**src/rtl/adpcm_ctrl_pkg.sv**
```systemverilog
// Shared types and defaults for the ADPCM stream controller.
// State literals carry an S_ prefix so they never collide with the WARMUP parameter.
package adpcm_ctrl_pkg;
    localparam int DECIM_DEF      = 64;
    localparam int WARMUP_DEF     = 4;
    localparam int BLOCK_LEN_DEF  = 256;
    localparam int FIFO_DEPTH_DEF = 4;

    localparam int NIB_W  = 4;
    localparam int BYTE_W = 8;

    typedef enum logic [1:0] {
        S_IDLE   = 2'd0,
        S_WARMUP = 2'd1,
        S_RUN    = 2'd2,
        S_FLUSH  = 2'd3
    } state_t;
endpackage

```
**src/rtl/adpcm_stream_ctrl_if.sv**
```systemverilog
// Packed-byte output stream of the ADPCM controller.
interface adpcm_stream_ctrl_if;
    import adpcm_ctrl_pkg::*;

    // A byte transfers on every clock edge where out_valid and out_ready are both 1;
    // while out_valid=1 and out_ready=0 the source holds out_data unchanged.
    logic [BYTE_W-1:0] out_data;
    logic              out_valid;
    logic              out_ready;

    modport master (output out_data, output out_valid, input out_ready);
    modport slave  (input out_data, input out_valid, output out_ready);
endinterface

```
**src/rtl/byte_fifo.sv**
```systemverilog
// First-word-fall-through byte FIFO; a push into a full FIFO succeeds only alongside a pop.
module byte_fifo #(
    parameter int DEPTH = 4,
    parameter int W     = 8
) (
    input  logic         clk,
    input  logic         rst,
    input  logic         push,
    input  logic         pop,
    input  logic [W-1:0] din,
    output logic [W-1:0] dout,
    output logic         full,
    output logic         empty
);
    localparam int AW = $clog2(DEPTH);

    logic [W-1:0] mem [DEPTH];
    logic [AW:0]  wr_ptr;
    logic [AW:0]  rd_ptr;
    logic         do_push;
    logic         do_pop;

    assign empty   = (wr_ptr == rd_ptr);
    assign full    = (wr_ptr[AW] != rd_ptr[AW]) && (wr_ptr[AW-1:0] == rd_ptr[AW-1:0]);
    assign do_pop  = pop && !empty;
    assign do_push = push && (!full || do_pop);
    assign dout    = empty ? '0 : mem[rd_ptr[AW-1:0]];

    always_ff @(posedge clk) begin
        if (do_push) mem[wr_ptr[AW-1:0]] <= din;
    end

    always_ff @(posedge clk or posedge rst) begin
        if (rst) begin
            wr_ptr <= '0;
            rd_ptr <= '0;
        end else begin
            if (do_push) wr_ptr <= wr_ptr + 1'b1;
            if (do_pop)  rd_ptr <= rd_ptr + 1'b1;
        end
    end
endmodule

```
**src/rtl/adpcm_stream_ctrl.sv**
```systemverilog
// Sequences compressor warm-up, packs ADPCM nibble pairs into bytes and queues them
// for a valid/ready consumer; the FSM state is exported for observation.
module adpcm_stream_ctrl
    import adpcm_ctrl_pkg::*;
#(
    parameter int DECIM      = DECIM_DEF,
    parameter int WARMUP     = WARMUP_DEF,
    parameter int BLOCK_LEN  = BLOCK_LEN_DEF,
    parameter int FIFO_DEPTH = FIFO_DEPTH_DEF
) (
    input  logic             clk,
    input  logic             rst,
    input  logic             start,
    input  logic             stop,
    input  logic             enc_valid,
    input  logic [NIB_W-1:0] enc_pcm,
    output logic             slow_en,
    output logic             blk_en,
    output logic             busy,
    output logic             overflow,
    output state_t           state,
    adpcm_stream_ctrl_if.master stream
);
    localparam int DW = $clog2(DECIM);
    localparam int WW = $clog2(WARMUP + 1);
    localparam int NW = $clog2(BLOCK_LEN);

    logic [DW-1:0]     decim_cnt;
    logic [WW-1:0]     warm_cnt;
    logic [NW-1:0]     nib_cnt;
    logic [NIB_W-1:0]  pack_lo;
    logic              take_stop;
    logic              take_nib;
    logic              push;
    logic              pop;
    logic              full;
    logic              empty;
    logic [BYTE_W-1:0] din;
    logic [BYTE_W-1:0] dout;

    // stop beats a same-cycle nibble; nib_cnt is always even in WARMUP, so no flush byte there.
    assign take_stop = stop && (state == S_WARMUP || state == S_RUN);
    assign take_nib  = (state == S_RUN) && enc_valid && !stop;
    assign push      = (take_nib || take_stop) && nib_cnt[0];
    assign din       = take_stop ? {{NIB_W{1'b0}}, pack_lo} : {enc_pcm, pack_lo};
    assign pop       = stream.out_valid && stream.out_ready;

    assign stream.out_valid = !empty;
    assign stream.out_data  = dout;
    assign busy             = (state != S_IDLE);
    assign blk_en           = (state == S_WARMUP) || (state == S_RUN);

    byte_fifo #(.DEPTH(FIFO_DEPTH), .W(BYTE_W)) u_fifo (
        .clk   (clk),
        .rst   (rst),
        .push  (push),
        .pop   (pop),
        .din   (din),
        .dout  (dout),
        .full  (full),
        .empty (empty)
    );

    always_ff @(posedge clk or posedge rst) begin
        if (rst) begin
            state     <= S_IDLE;
            decim_cnt <= '0;
            warm_cnt  <= '0;
            nib_cnt   <= '0;
            pack_lo   <= '0;
            slow_en   <= 1'b0;
            overflow  <= 1'b0;
        end else begin
            slow_en <= 1'b0;
            if (state != S_IDLE) begin
                if (decim_cnt == DW'(DECIM - 1)) begin
                    decim_cnt <= '0;
                    slow_en   <= 1'b1;
                end else begin
                    decim_cnt <= decim_cnt + 1'b1;
                end
            end
            if (push && full && !pop) overflow <= 1'b1;

            case (state)
                S_IDLE: begin
                    if (start) begin
                        state    <= S_WARMUP;
                        overflow <= 1'b0;
                    end
                end
                S_WARMUP: begin
                    if (stop) begin
                        state    <= S_FLUSH;
                        warm_cnt <= '0;
                    end else if (slow_en) begin
                        if (warm_cnt == WW'(WARMUP - 1)) begin
                            state    <= S_RUN;
                            warm_cnt <= '0;
                        end else begin
                            warm_cnt <= warm_cnt + 1'b1;
                        end
                    end
                end
                S_RUN: begin
                    if (stop) begin
                        state   <= S_FLUSH;
                        nib_cnt <= '0;
                        pack_lo <= '0;
                    end else if (enc_valid) begin
                        pack_lo <= nib_cnt[0] ? '0 : enc_pcm;
                        if (nib_cnt == NW'(BLOCK_LEN - 1)) begin
                            state   <= S_FLUSH;
                            nib_cnt <= '0;
                        end else begin
                            nib_cnt <= nib_cnt + 1'b1;
                        end
                    end
                end
                S_FLUSH: begin
                    if (empty && !push) begin
                        state     <= S_IDLE;
                        decim_cnt <= '0;
                        warm_cnt  <= '0;
                    end
                end
                default: state <= S_IDLE;
            endcase
        end
    end
endmodule

```
**src/flat_wrapper.sv**
```systemverilog
// flat-port wrapper written by rule: the top's interface ports become plain ports
module adpcm_stream_ctrl_flat import adpcm_ctrl_pkg::*;
#(
    parameter int DECIM      = DECIM_DEF,
    parameter int WARMUP     = WARMUP_DEF,
    parameter int BLOCK_LEN  = BLOCK_LEN_DEF,
    parameter int FIFO_DEPTH = FIFO_DEPTH_DEF
)
  (clk, rst, start, stop, enc_valid, enc_pcm, slow_en, blk_en, busy, overflow, state, stream_out_data, stream_out_valid, stream_out_ready);
  adpcm_stream_ctrl_if stream_i ();
  input  logic clk;
  input  logic rst;
  input  logic start;
  input  logic stop;
  input  logic enc_valid;
  input  logic [NIB_W-1:0] enc_pcm;
  output logic slow_en;
  output logic blk_en;
  output logic busy;
  output logic overflow;
  output state_t state;
  output wire logic [$bits(stream_i.out_data)-1:0] stream_out_data;
  output wire logic [$bits(stream_i.out_valid)-1:0] stream_out_valid;
  input wire logic [$bits(stream_i.out_ready)-1:0] stream_out_ready;
  assign stream_out_data = stream_i.out_data;
  assign stream_out_valid = stream_i.out_valid;
  assign stream_i.out_ready = stream_out_ready;
  adpcm_stream_ctrl #(.DECIM(DECIM), .WARMUP(WARMUP), .BLOCK_LEN(BLOCK_LEN), .FIFO_DEPTH(FIFO_DEPTH)) u_core (.clk(clk), .rst(rst), .start(start), .stop(stop), .enc_valid(enc_valid), .enc_pcm(enc_pcm), .slow_en(slow_en), .blk_en(blk_en), .busy(busy), .overflow(overflow), .state(state), .stream(stream_i));
endmodule
```
**config.mk**
```make
export PLATFORM = sky130hd
export DESIGN_NAME = adpcm_stream_ctrl_flat
export DESIGN_NICKNAME = d
export VERILOG_FILES = /design/src/rtl/adpcm_ctrl_pkg.sv /design/src/rtl/adpcm_stream_ctrl_if.sv /design/src/rtl/byte_fifo.sv /design/src/rtl/adpcm_stream_ctrl.sv /design/src/flat_wrapper.sv
export SDC_FILE = /design/constraint.sdc
export NUM_CORES = 1
export LEC_CHECK = 0
export BUFFER_PORTS_ARGS = -buffer_cell sky130_fd_sc_hd__buf_2
export CAP_MARGIN = 40
export CORE_MARGIN = 10
export CORE_UTILIZATION = 40
export CTS_BUF_LIST = sky130_fd_sc_hd__clkbuf_4 sky130_fd_sc_hd__clkbuf_8
export DETAILED_ROUTE_END_ITERATION = 7
export PLACE_DENSITY = 0.57
export SLEW_MARGIN = 40
export SYNTH_ARGS = -nofsm -noshare
export SYNTH_HDL_FRONTEND = slang
export SYNTH_SLANG_ARGS = --single-unit
```
**constraint.sdc**
```tcl
create_clock -name clk -period 2.75 [get_ports clk]
set_clock_uncertainty 0.1 [all_clocks]
set_input_delay 0.55 -clock clk [delete_from_list [all_inputs] [get_ports clk]]
set_output_delay 0.55 -clock clk [all_outputs]
set_load 0.01 [all_outputs]
```
Yosys cells after proc, flatten, opt, wreduce, memory -nomap -nowiden
Memory sizes are Yosys's and may differ from the RTL's.
Index checks and enable logic that the tools add are counted.

word-level totals
  bits in registers = 31
  RAM bits = 32
  input bits = 10
  output and inout bits = 15
  word-level logic and storage cells = 89
  memories kept = 1

memories
  name               words  width  rd ports  clocked after memory_dff  write ports  RTL line         text
  u_core.u_fifo.mem  4      8      1         0                         1            byte_fifo.sv:17  logic [W-1:0] mem [DEPTH];

operators by class
  $add $sub $neg = 5
  equality and inequality tests = 15
  mux-type cells = 33
  reductions and logical operators = 26

operators by type and width
  cell                 count
  $mux 8               5
  $mux 6               4
  $mux 2               8
  $mux 3               4
  $mux 4               3
  $logic_and 1x1->1    11
  $add 3x1->3 const B  3
  $ne 3x3->1 const B   3
  $add 8x1->8 const B  1
  $eq 8x8->1 const B   1
  $pmux 2 s4           1
  $mux 1               7
  $add 6x1->6 const B  1
  $eq 6x6->1 const B   1
  $pmux 3 s2           1
  $reduce_and 6->1     1
  $reduce_bool 2->1    3
  $logic_not 1->1      5
  $eq 2x2->1 const B   2
  $eq 3x2->1 const B   1
  $eq 3x3->1           1
  $logic_or 1x1->1     3
  $ne 3x2->1 const B   1
  $reduce_and 3->1     1
  7 further kinds      7

Longest topological paths before layout
  word-level depth = 10
  gate-level depth with buffers = 8
  mapped depth without buffers = 7

Hierarchy
A second synthesis with hierarchy kept.

unflattened totals
  cell total of the unflattened synthesis = 235
  area total of the unflattened synthesis = 3103.0 µm²

by module, submodules not included
  module             instances  cells each  area each (µm²)  sequential area each (µm²)
  byte_fifo          1          86          1665.3           1111.1
  adpcm_stream_ctrl  1          149         1437.6           625.6

Least setup slack after synthesis
OpenSTA, ideal clock, no wires.

  path kind = register -> register
  start = register u_core.state[0]
  end = memory u_core.u_fifo.mem[2][0], enable pin
  library setup time = 0.332 ns
  arrival time = 1.769 ns
  required time = 2.318 ns
  slack = 0.549 ns
  stages on the path, launching flop included = 7
  buffers on the path = 0
  period minus slack after synthesis = 2.201 ns
  cells stage by stage = dfrtp_1 inv_1 ha_1 nand2_1 a21bo_2 nor2_2 and2_1

between the ends
  cells in the longest elaborated chain, start to end = 8
  elaborated cells between the ends (all ways) = 11
  those cells by class = 2 x eq/ne; 2 x mux; 7 x reduce/logical

ends and longest elaborated chain
  element                                          RTL line                 text
  start, declared                                  adpcm_stream_ctrl.sv:21  output state_t state,
  start signal, assigned                           adpcm_stream_ctrl.sv:66  state <= S_IDLE;
  start signal, assigned                           adpcm_stream_ctrl.sv:88  state <= S_WARMUP;
  start signal, assigned                           adpcm_stream_ctrl.sv:94  state <= S_FLUSH;
  $eq 2x1->1 / $eq 2x2->1 (equally long branches)  n/a
  $logic_or 1x1->1 *                               n/a
  via blk_en                                       flat_wrapper.sv:18       output logic blk_en;
  $logic_and 1x1->1 *                              adpcm_stream_ctrl.sv:42  assign take_stop = stop && (state == S_WARMUP || state == S_RUN);
  $logic_or 1x1->1 *                               adpcm_stream_ctrl.sv:44  assign push = (take_nib || take_stop) && nib_cnt[0];
  $logic_and 1x1->1 *                              adpcm_stream_ctrl.sv:44
  $logic_and 1x1->1 *                              byte_fifo.sv:26          assign do_push = push && (!full || do_pop);
  $mux 1 *                                         byte_fifo.sv:30          if (do_push) mem[wr_ptr[AW-1:0]] <= din;
  $mux 1 (implied by the code) *                   byte_fifo.sv:30
  end, declared                                    byte_fifo.sv:17

Mark *: on every way through the listed nets, which the timed path passes. The rest lies on a longest branch.

Worst setup path in the final report
  start = register u_core.u_fifo.rd_ptr[0]
  end = output port stream_out_data[0]

between the ends
  cells in the longest elaborated chain, start to end = 2
  elaborated cells between the ends (all ways) = 3
  those cells by class = 1 x eq/ne; 1 x mux; 1 x memory

ends and longest elaborated chain
  element                                           RTL line            text
  start, declared                                   byte_fifo.sv:19     logic [AW:0] rd_ptr;
  start signal, assigned                            byte_fifo.sv:39     if (do_pop) rd_ptr <= rd_ptr + 1'b1;
  $mem_v2 4x8 / $eq 3x3->1 (equally long branches)  n/a
  $mux 8 *                                          byte_fifo.sv:27     assign dout = empty ? '0 : mem[rd_ptr[AW-1:0]];
  end, declared                                     flat_wrapper.sv:22  output wire logic [$bits(stream_i.out_data)-1:0] stream_out_data;

Every way passes the cells marked *; elsewhere a longest branch is shown, timed or not.

==> impl_metrics.csv <==
group,metric,value,unit
outcome,outcome,"complete, no violations",
placed_design,dpl.hpwl,3.909,mm
layout,fin_cells,356,
routing,ant_nets,0,
routing,vias,1779,
critical_path,reg2reg_slack,0.36,ns
synth,synth_fp_nets,241,
clocking,cts.repair.resized,0,
placed_design,port_buffers,24,
clocking,cts_max_level,3,
synth,synth_edf_count,32,
routing,drt_iter0_drc,51,
global_route,grt_pass1_vias,1859,
power,power.density,1067,mW/mm²
die,die_area,0.01140,mm²
synth,synth_ff_type,"edfxtp_1",
critical_path,worstPathRequired,2.10,ns
clocking,clock_path_buffers,2,
layout,drive_above_1_share,0.2218,
sta,slew_headroom,0.6219,
layout,antennaDiodeCount,0,
routing,drc,0,
synth,syn_area,0.003010,mm²
global_route,met3_usage,0.03713,
sta,whs,0.1838,ns
routing,drt-pass1-iter-count,4,
die,row_count,31,
sta,hold_viol,0,
power,leakage,0.001461,µW
die,pin_count,25,
critical_path,reg2reg_from,"u_core.state[0]",
sta,clock.fmax,408.4,MHz
sta,min_period,2.448,ns
synth,synth_cell_types,47,
global_route,top_usage_layer,"met2",
die,die_w,106.8,µm
synth,yosys_warnings,0,
layout,fillCellCount,679,
die,dieHeight,106.8,µm
layout,syn_to_final_growth,14.17,%
critical_path,end_kind,"output pin",
sta,rsz0062_at_grt,"false",
clocking,ctsRootBufferMaster,"clkbuf_8",
placed_design,place_congestion,0.7575,
clocking,clk_pin_slew_worst_paths,0.07,ns
global_route,grt_pass1_wl,9.501,mm
sta,report.final.slew_viol_count,0,
clocking,cts_tree,"yes",
clocking,cts_buffers,9,
routing,wire_per_inst,15.54,µm
global_route,grt_max_degree,32,
synth,synthArstFlopShare,0.4921,
global_route,use_met1,0.1282,
clocking,insertion_delay,0.34,ns
routing,via_per_inst,4.997,
synth,ys_seq_area_frac,0.5769,
synth,syn_avg_cell_area,13.81,µm²
die,start_util,0.4128,
sta,fin_crit_sh,0.8903,
die,core-area,0.007292,mm²
critical_path,rr_endpoint,"u_core.u_fifo.mem[2][2]",
clocking,cts.sinks,63,
synth,synth_seq_cells,63,
routing,finalWirelength,5.533,mm
synth,syn_inst,218,
critical_path,startpoint_type,"register",
layout,nNetsFinal,275,
sta,finalSetupViolations,0,
power,peakVddDrop,0.5153,mV
placed_design,placed_cells,338,
critical_path,worstSetupPathType,"reg2out",
critical_path,rr_worst_depth,6,
global_route,antenna_found_initial,0,
global_route,met2_usage,0.1651,
critical_path,critical_path.max_fanout,10,
critical_path,crit_arrival,1.80,ns
global_route,grtUsageTotal,0.1057,
global_route,grt_overflow,0,
hold_path,hold_path_class,"in2async",
power,power.total,3667,µW
sta,tightest_slew,0.5634,ns
sta,finalSetupTns,0,ns
job,drv_cap,0,
## sequential cells by signal, indices dropped and copies added (netlist names)
register,count
u_core.state,2
u_core.u_fifo.mem,32
u_core.u_fifo.wr_ptr,3
u_core.warm_cnt,3
u_core.u_fifo.rd_ptr,3
u_core.slow_en,1
u_core.pack_lo,4
u_core.overflow,1
u_core.nib_cnt,8
u_core.decim_cnt,6
## cells in the final DEF, fill, tap and decap left out, types with 3 or more instances in the layout
| cell type | count |
|---|---|
| xor2_1 | 7 |
| and3_1 | 4 |
| a31oi_1 | 3 |
| buf_2 | 24 |
| mux2_2 | 4 |
| inv_1 | 10 |
| xnor2_1 | 5 |
| and2_1 | 9 |
| ha_1 | 13 |
| nand3_1 | 3 |
| nand2_1 | 9 |
| nor2b_1 | 13 |
| edfxtp_1 | 32 |
| a22o_1 | 6 |
| mux4_1 | 8 |
| clkinvlp_4 | 3 |
| clkbuf_8 | 9 |
| o21ai_0 | 4 |
| nor2_1 | 15 |
| buf_4 | 5 |
| and4_1 | 3 |
| dfrtp_1 | 31 |
## metal layers
metal	routed length, µm	vias to the layer above
li1	-	868
met1	2609	870
met2	2585	33
met3	251	8
met4	87	0
met5	0	-
## cells by family after synthesis
logic type | after synthesis | synth area share
buffers and inverters | 16 | 0.02826
XOR/XNOR | 14 | 0.04572
AO/OA/AOI/OAI | 28 | 0.07149
multiplexers | 13 | 0.08811
AND/OR/NAND/NOR | 71 | 0.1355
flip-flops | 63 | 0.5769
adder cells (fa/ha/maj) | 13 | 0.05403
## what timing repair did
item / CTS / global route
setup buffers: 0 / 2
hold endpoints to repair: 0 / 0
endpoints found under the setup margin: 0 / 4
hold buffers: 0 / 0
## critical path: stages, from the launching register on
cell	delay (ns)
dfrtp_1	0.40
buf_4	0.22
mux4_1	0.55
nor2b_1	0.15
buf_2	0.13
## synthesized netlist by cell type (all sizes together), types with 5 or more instances
master / n / area (µm²)
edfxtp: 32 / 960.9
dfrtp: 31 / 775.7
nor2: 16 / 62.56
ha: 13 / 162.7
nor2b: 13 / 81.33
and2: 10 / 65.06
inv: 10 / 37.54
nand2: 9 / 33.78
xor2: 9 / 93.84
mux4: 8 / 210.2
a22o: 6 / 52.55
o21ai: 6 / 30.03
buf: 5 / 43.79
xnor2: 5 / 43.79
## stage by stage
step,area (µm²),util,setup WS [ns]
global route,3437,0.4713,0.1508
detailed placement,3229,0.4429,0.3488
global placement,3229,0.4429,0.4434
finish,3437,0.4713,0.3017
CTS,3422,0.4693,0.06836
floorplan,3010,-,0.5490
## power by group
group          total, µW  switching [µW]  internal (µW)
clock                788             365            423
combinational       1400             710            689
sequential          1480             222           1260
total               3670            1300           2370
## how the worst max path moves through the flow
stage / startpoint / to / slack [ns] / cells past startpoint
after CTS: u_core.u_fifo.rd_ptr[1] / stream_out_valid / 0.07 / 4
after global routing: u_core.state[0] / u_core.u_fifo.mem[2][2] / 0.15 / 6
final: u_core.u_fifo.rd_ptr[0] / stream_out_data[0] / 0.30 / 4
after floorplan: u_core.state[0] / u_core.u_fifo.mem[2][0] / 0.55 / 6
after detailed placement: u_core.state[0] / u_core.u_fifo.mem[2][5] / 0.35 / 6
after global placement: stop / u_core.u_fifo.mem[2][3] / 0.44 / 5
## final cells by class
cell class,count,area [µm²],area share
sequential,63,1737,0.5053
multi-input combinational,139,1189,0.3458
timing repair buffer,29,157.7,0.04587
clock buffer,10,131.4,0.03822
tap,99,123.9,0.03604
clock inverter,6,61.31,0.01784
inverter,10,37.54,0.01092
No activity file was read; power rests on OpenSTA's default activity.
